[src/rtl/mbist_pkg.sv]
// Shared types and constants for the March-style MBIST sequencer.
// Contents: FSM state encoding, pattern-select codes, pattern-select width,
//           and a reference pattern decoder function.
package mbist_pkg;

  typedef enum logic [2:0] {
    IDLE,
    WRITE,
    READ,
    DRAIN,
    DONE
  } state_t;

  localparam int NUM_PATTERNS_MAX = 6;
  localparam int Q_WIDTH          = 3;

  // Pattern-select codes understood by the background decoder.
  localparam logic [Q_WIDTH-1:0] Q_CHECK  = 3'd0;
  localparam logic [Q_WIDTH-1:0] Q_ICHECK = 3'd1;
  localparam logic [Q_WIDTH-1:0] Q_HIHALF = 3'd2;
  localparam logic [Q_WIDTH-1:0] Q_LOHALF = 3'd3;
  localparam logic [Q_WIDTH-1:0] Q_ZEROS  = 3'd4;
  localparam logic [Q_WIDTH-1:0] Q_ONES   = 3'd5;

  // Reference 8-bit decoder: the background word driven for each code.
  function automatic logic [7:0] pattern_data(input logic [Q_WIDTH-1:0] sel);
    logic [7:0] d;
    case (sel)
      Q_CHECK:  d = 8'hAA;
      Q_ICHECK: d = 8'h55;
      Q_HIHALF: d = 8'hF0;
      Q_LOHALF: d = 8'h0F;
      Q_ZEROS:  d = 8'h00;
      Q_ONES:   d = 8'hFF;
      default:  d = 8'h00;
    endcase
    return d;
  endfunction

endpackage

[src/rtl/mbist_comparator.sv]
// Read-compare stage: holds one read in flight, compares it with the background
// one cycle later, counts miscompares (saturating) and captures the first one.
// Ports: clk/rst; clear_i (start of run); rd_vld_i/rd_addr_i/rd_q_i (read issued
//        this cycle); data_t_i (expected word); rdata_i (memory data, 1 cycle
//        after the read); fail_o, fail_addr_o, fail_q_o, fail_data_o, err_count_o.
module mbist_comparator
  import mbist_pkg::*;
#(
  parameter int ADDR_WIDTH = 6,
  parameter int DATA_WIDTH = 8
) (
  input  logic                  clk,
  input  logic                  rst,
  input  logic                  clear_i,
  input  logic                  rd_vld_i,
  input  logic [ADDR_WIDTH-1:0] rd_addr_i,
  input  logic [Q_WIDTH-1:0]    rd_q_i,
  input  logic [DATA_WIDTH-1:0] data_t_i,
  input  logic [DATA_WIDTH-1:0] rdata_i,
  output logic                  fail_o,
  output logic [ADDR_WIDTH-1:0] fail_addr_o,
  output logic [Q_WIDTH-1:0]    fail_q_o,
  output logic [DATA_WIDTH-1:0] fail_data_o,
  output logic [7:0]            err_count_o
);

  logic                  pipe_vld_q,  pipe_vld_d;
  logic [ADDR_WIDTH-1:0] pipe_addr_q, pipe_addr_d;
  logic [Q_WIDTH-1:0]    pipe_pat_q,  pipe_pat_d;
  logic                  fail_flag_q, fail_flag_d;
  logic [ADDR_WIDTH-1:0] fail_addr_q, fail_addr_d;
  logic [Q_WIDTH-1:0]    fail_pat_q,  fail_pat_d;
  logic [DATA_WIDTH-1:0] fail_data_q, fail_data_d;
  logic [7:0]            err_q,       err_d;
  logic                  mismatch;

  always_comb begin
    pipe_vld_d  = rd_vld_i;
    pipe_addr_d = rd_addr_i;
    pipe_pat_d  = rd_q_i;
    fail_flag_d = fail_flag_q;
    fail_addr_d = fail_addr_q;
    fail_pat_d  = fail_pat_q;
    fail_data_d = fail_data_q;
    err_d       = err_q;
    // Case inequality so that an X/Z read word is treated as a miscompare.
    mismatch    = pipe_vld_q && (rdata_i !== data_t_i);

    if (clear_i) begin
      pipe_vld_d  = 1'b0;
      fail_flag_d = 1'b0;
      fail_addr_d = '0;
      fail_pat_d  = '0;
      fail_data_d = '0;
      err_d       = '0;
    end else if (mismatch) begin
      if (err_q != 8'hFF) begin
        err_d = err_q + 8'd1;
      end
      // Only the first miscompare of a run is recorded.
      if (!fail_flag_q) begin
        fail_flag_d = 1'b1;
        fail_addr_d = pipe_addr_q;
        fail_pat_d  = pipe_pat_q;
        fail_data_d = rdata_i;
      end
    end
  end

  always_ff @(posedge clk or posedge rst) begin
    if (rst) begin
      pipe_vld_q  <= 1'b0;
      pipe_addr_q <= '0;
      pipe_pat_q  <= '0;
      fail_flag_q <= 1'b0;
      fail_addr_q <= '0;
      fail_pat_q  <= '0;
      fail_data_q <= '0;
      err_q       <= '0;
    end else begin
      pipe_vld_q  <= pipe_vld_d;
      pipe_addr_q <= pipe_addr_d;
      pipe_pat_q  <= pipe_pat_d;
      fail_flag_q <= fail_flag_d;
      fail_addr_q <= fail_addr_d;
      fail_pat_q  <= fail_pat_d;
      fail_data_q <= fail_data_d;
      err_q       <= err_d;
    end
  end

  assign fail_o      = fail_flag_q;
  assign fail_addr_o = fail_addr_q;
  assign fail_q_o    = fail_pat_q;
  assign fail_data_o = fail_data_q;
  assign err_count_o = err_q;

endmodule

[src/rtl/mbist_controller.sv]
// March-style MBIST sequencer: for each pattern, write the background to every
// address, read every address back, and log miscompares via mbist_comparator.
// Ports: clk/rst; start; q (pattern select) / data_t (decoded background);
//        addr, mem_we, mem_re, mem_rdata (memory side); busy, done (status);
//        fail, fail_addr, fail_q, fail_data, err_count (result log).
module mbist_controller
  import mbist_pkg::*;
#(
  parameter int ADDR_WIDTH   = 6,
  parameter int DATA_WIDTH   = 8,
  parameter int NUM_PATTERNS = 6
) (
  input  logic                  clk,
  input  logic                  rst,
  input  logic                  start,
  output logic [Q_WIDTH-1:0]    q,
  input  logic [DATA_WIDTH-1:0] data_t,
  output logic [ADDR_WIDTH-1:0] addr,
  output logic                  mem_we,
  output logic                  mem_re,
  input  logic [DATA_WIDTH-1:0] mem_rdata,
  output logic                  busy,
  output logic                  done,
  output logic                  fail,
  output logic [ADDR_WIDTH-1:0] fail_addr,
  output logic [Q_WIDTH-1:0]    fail_q,
  output logic [DATA_WIDTH-1:0] fail_data,
  output logic [7:0]            err_count
);

  // Only codes 0..NUM_PATTERNS_MAX-1 are defined by the decoder.
  localparam int NP = (NUM_PATTERNS > NUM_PATTERNS_MAX) ? NUM_PATTERNS_MAX :
                      (NUM_PATTERNS < 1) ? 1 : NUM_PATTERNS;
  localparam logic [Q_WIDTH-1:0]    LAST_Q   = Q_WIDTH'(NP - 1);
  localparam logic [ADDR_WIDTH-1:0] ADDR_MAX = {ADDR_WIDTH{1'b1}};

  state_t                state_q, state_d;
  logic [Q_WIDTH-1:0]    pat_q,   pat_d;
  logic [ADDR_WIDTH-1:0] addr_q,  addr_d;
  logic                  we_q,    we_d;
  logic                  re_q,    re_d;
  logic                  busy_q,  busy_d;
  logic                  done_q,  done_d;
  logic                  start_ok;

  always_comb begin
    state_d  = state_q;
    pat_d    = pat_q;
    addr_d   = addr_q;
    we_d     = 1'b0;
    re_d     = 1'b0;
    busy_d   = busy_q;
    done_d   = done_q;
    start_ok = 1'b0;

    case (state_q)
      IDLE, DONE: begin
        if (start) begin
          start_ok = 1'b1;
          state_d  = WRITE;
          pat_d    = Q_CHECK;
          addr_d   = '0;
          we_d     = 1'b1;
          busy_d   = 1'b1;
          done_d   = 1'b0;
        end
      end
      WRITE: begin
        if (addr_q == ADDR_MAX) begin
          state_d = READ;
          addr_d  = '0;
          re_d    = 1'b1;
        end else begin
          addr_d  = addr_q + 1'b1;
          we_d    = 1'b1;
        end
      end
      READ: begin
        if (addr_q == ADDR_MAX) begin
          state_d = DRAIN;
          addr_d  = '0;
        end else begin
          addr_d  = addr_q + 1'b1;
          re_d    = 1'b1;
        end
      end
      DRAIN: begin
        // The last read of the pass is compared during this idle cycle,
        // so q must not advance until it is over.
        if (pat_q == LAST_Q) begin
          state_d = DONE;
          busy_d  = 1'b0;
          done_d  = 1'b1;
        end else begin
          state_d = WRITE;
          pat_d   = pat_q + 1'b1;
          addr_d  = '0;
          we_d    = 1'b1;
        end
      end
      default: begin
        state_d = IDLE;
        busy_d  = 1'b0;
        done_d  = 1'b0;
      end
    endcase
  end

  always_ff @(posedge clk or posedge rst) begin
    if (rst) begin
      state_q <= IDLE;
      pat_q   <= '0;
      addr_q  <= '0;
      we_q    <= 1'b0;
      re_q    <= 1'b0;
      busy_q  <= 1'b0;
      done_q  <= 1'b0;
    end else begin
      state_q <= state_d;
      pat_q   <= pat_d;
      addr_q  <= addr_d;
      we_q    <= we_d;
      re_q    <= re_d;
      busy_q  <= busy_d;
      done_q  <= done_d;
    end
  end

  mbist_comparator #(
    .ADDR_WIDTH (ADDR_WIDTH),
    .DATA_WIDTH (DATA_WIDTH)
  ) u_cmp (
    .clk         (clk),
    .rst         (rst),
    .clear_i     (start_ok),
    .rd_vld_i    (re_q),
    .rd_addr_i   (addr_q),
    .rd_q_i      (pat_q),
    .data_t_i    (data_t),
    .rdata_i     (mem_rdata),
    .fail_o      (fail),
    .fail_addr_o (fail_addr),
    .fail_q_o    (fail_q),
    .fail_data_o (fail_data),
    .err_count_o (err_count)
  );

  assign q      = pat_q;
  assign addr   = addr_q;
  assign mem_we = we_q;
  assign mem_re = re_q;
  assign busy   = busy_q;
  assign done   = done_q;

endmodule

[config.mk]
export PLATFORM = sky130hd
export DESIGN_NAME = mbist_controller
export DESIGN_NICKNAME = d
export VERILOG_FILES = /design/src/rtl/mbist_pkg.sv /design/src/rtl/mbist_comparator.sv /design/src/rtl/mbist_controller.sv
export SDC_FILE = /design/constraint.sdc
export NUM_CORES = 1
export LEC_CHECK = 0
export CAP_MARGIN = 25
export CORE_MARGIN = 4
export CORE_UTILIZATION = 45
export CTS_CLUSTER_SIZE = 14
export DETAILED_ROUTE_END_ITERATION = 6
export GPL_ROUTABILITY_DRIVEN = 0
export GPL_TIMING_DRIVEN = 1
export PLACE_DENSITY = 0.74
export SYNTH_ARGS = -nofsm -noshare
export SYNTH_HDL_FRONTEND = slang
export SYNTH_HIERARCHICAL = 1
export SYNTH_SLANG_ARGS = --single-unit
[constraint.sdc]
create_clock -name clk -period 4.9 [get_ports clk]
set_clock_uncertainty 0.15 [all_clocks]
set_input_delay 0.98 -clock clk [delete_from_list [all_inputs] [get_ports clk]]
set_output_delay 0.98 -clock clk [all_outputs]
set_load 0.03 [all_outputs]
==> impl_metrics.env <==
export IMPL_run_status="completed"
export IMPL_clockBufferDepth=2
export IMPL_p_leak_uw=0.00150
export IMPL_synth_top_cell_area_share_pct=53.0
export IMPL_arrival_ps=2940
export IMPL_diodes=0
export IMPL_final_setup_viol_count=0
export IMPL_syn_mean_instance_area_um2=11.1
export IMPL_slew_limit_headroom_pct=42.5
export IMPL_grt_pass1_vias=1823
export IMPL_finalMaxSlewViolations=0
export IMPL_dieArea_um2=6700
export IMPL_path_cells="clkdlybuf4s50_1 > nand2_1 > or2_2 > inv_1 > nor2b_1 > mux2_1"
export IMPL_worst_setup_path_end_kind="register"
export IMPL_synth_seq_cells=52
export IMPL_grt_pass1_wl_mm=8.38
export IMPL_drc_errors=0
export IMPL_coreArea_um2=5200
export IMPL_path_clk_slew_ps=90
export IMPL_grt_overflow=0
export IMPL_power_density_nw_per_um2=320
export IMPL_yosys_warnings=6
export IMPL_max_freq_mhz=345
export IMPL_die_w_um=81.8
export IMPL_synthArstFlopShare_pct=100
export IMPL_period_share_pct=59.2
export IMPL_synth_main_ff_cell="dfrtp_1"
export IMPL_clock_latency_ps=300
export IMPL_yosys_top_cells_area="dfrtp_1 53%, mux2i_1 7.8%, nor2_1 3.8%"
export IMPL_top_usage_layer="met2"
export IMPL_vias=1847
export IMPL_synth_edf_count=0
export IMPL_final_cell_area_um2=3150
export IMPL_hold_ws_ps=336
export IMPL_rsz0062_at_grt="no"
export IMPL_htreeDepth=2
export IMPL_grt_use_total_pct=16.3
export IMPL_crit_type="in -> reg"
export IMPL_use_met3_pct=3.29
export IMPL_synth_common_cells="52 x dfrtp_1, 25 x nor2_1, 19 x mux2i_1"
export IMPL_met2_usage_pct=27.0
export IMPL_cp_slowest_stage_delay_ps=650
export IMPL_nets=301
export IMPL_worstPathMaxFanout=30
export IMPL_synth_distinct_cells=52
export IMPL_cts_tree="built"
export IMPL_root_buffer="clkbuf_8"
export IMPL_use_met1_pct=20.9
export IMPL_required_ps=4940
export IMPL_synth_area_leader_cell="dfrtp_1"
export IMPL_synth_nets=244
export IMPL_grt_antenna_before_repair=0
export IMPL_dr_pass1_iters=4
export IMPL_cp_slowest_cell="inv_1"
export IMPL_cap_violations=0
export IMPL_hold_viol_final=0
export IMPL_numCtsBuffers=5
export IMPL_drtIter0Drc=85
export IMPL_place_area_um2=3050
export IMPL_min_period_ps=2900
export IMPL_tightest_slew_ps=861
export IMPL_synth_area_um2=2450
export IMPL_routedWlPerCell_um=14.5
export IMPL_start_util_pct=47.1
export IMPL_antenna_left=0
export IMPL_rows=26
export IMPL_area_growth_pct=28.3
export IMPL_postCtsSetupRepairBufs=0
export IMPL_nFillCells=443
export IMPL_drt_wl_total_mm=5.04
export IMPL_die_y_um=81.8
export IMPL_yosysMostFrequentCell="dfrtp_1"
export IMPL_cts_sinks=52
export IMPL_port_buffers=57
export IMPL_grt_max_degree=37
export IMPL_drive_gt1_share_pct=8.99
export IMPL_cts_resized=0
export IMPL_total_power_uw=1010
export IMPL_hold_class="reg -> reg"
export IMPL_hpwlAfterDp_mm=3.69
export IMPL_via_per_inst=5.31
export IMPL_synthCells=221
export IMPL_io_pins=58
export IMPL_setup_tns_ps=0
export IMPL_cts_hold_buf=0
export IMPL_worstSetupStartpointType="input port"
export IMPL_seq_area_frac_synth_pct=53.0
export IMPL_peakVddDrop_v=0.000233
## metal layers
layer	vias to the layer above	share of wire [%]
met5	-	0
li1	885	-
met1	876	45
met3	7	8.2
met2	79	46
met4	0	1.5
## layout by cell type (no fill, tap or decap), types with 7 or more instances in the layout
cell	count
a21oi_1	9
clkbuf_8	7
clkdlybuf4s50_1	57
dfrtp_1	52
inv_1	7
mux2i_1	19
nand2_1	17
nor2_1	25
o21ai_0	11
xnor2_1	9
## layout make-up
type	instances	area (um^2)	area share, %
inverters	7	26.3	0.835
clock buffers	7	96.3	3.06
flip-flops and latches	52	1300	41.3
well taps	70	87.6	2.78
repair buffers	59	593	18.8
multi-input cells	153	1040	33.1
## critical path: cells and delay by family
family / cells / cell delay [ps]
and+or+nand+nor: 3 / 500
muxes: 1 / 310
buffers and inverters: 2 / 1140
## logic make-up (layout without fill, tap and decap cells)
| family | after synthesis | count (layout) | share of synthesized area (%) |
|---|---|---|---|
| AND/OR/NAND/NOR | 80 | 80 | 17.5 |
| flip-flops | 52 | 52 | 53.0 |
| AO/OA/AOI/OAI | 36 | 36 | 9.89 |
| multiplexers | 22 | 22 | 9.13 |
| buffers and inverters | 16 | 73 | 4.44 |
| XOR/XNOR | 11 | 11 | 3.93 |
| adder cells (fa/ha/maj) | 4 | 4 | 2.04 |
## state kept, by name (all words and copies together), names as in the netlist
register	count
done	1
addr	6
state_q	3
u_cmp/fail_o	1
mem_re	1
busy	1
u_cmp/fail_q_o	3
u_cmp/fail_data_o	8
u_cmp/pipe_addr_q	6
q	3
u_cmp/fail_addr_o	6
u_cmp/pipe_pat_q	3
u_cmp/err_count_o	8
mem_we	1
u_cmp/pipe_vld_q	1
## metrics by stage
step | util [%] | std cells | setup WS, ps
after floorplan | - | 221 | 2590
after global placement | 58.3 | 340 | 1500
after detailed placement | 58.6 | 341 | 1680
after CTS | 60.5 | 348 | 2010
after global routing | 60.5 | 348 | 1860
final | 60.5 | 348 | 2000
## worst paths after layout
path,from,end,slack [ps],depth (start not counted)
setup / recovery,start,u_cmp/err_count_o[0]$_DFFE_PP0P_,2000,6
hold / removal,addr[0]$_DFFE_PP0P_,u_cmp/pipe_addr_q[0]$_DFF_PP0_,340,0
setup reg to reg,state_q[1]$_DFFE_PP0P_,u_cmp/err_count_o[0]$_DFFE_PP0P_,2440,6
hold reg to reg,addr[0]$_DFFE_PP0P_,u_cmp/pipe_addr_q[0]$_DFF_PP0_,340,0
max in group asynchronous,rst,state_q[1]$_DFFE_PP0P_,3250,2
min in group asynchronous,rst,mem_we$_DFF_PP0_,960,2
## where the power goes
group,switching (uW),total (uW),leakage [uW],internal [uW]
clock network,131,257,0.0000503,126
registers,50.8,530,0.000696,479
logic,119,219,0.000755,99.9
total,301,1010,0.00150,705
No activity file was read; power rests on OpenSTA's default activity.
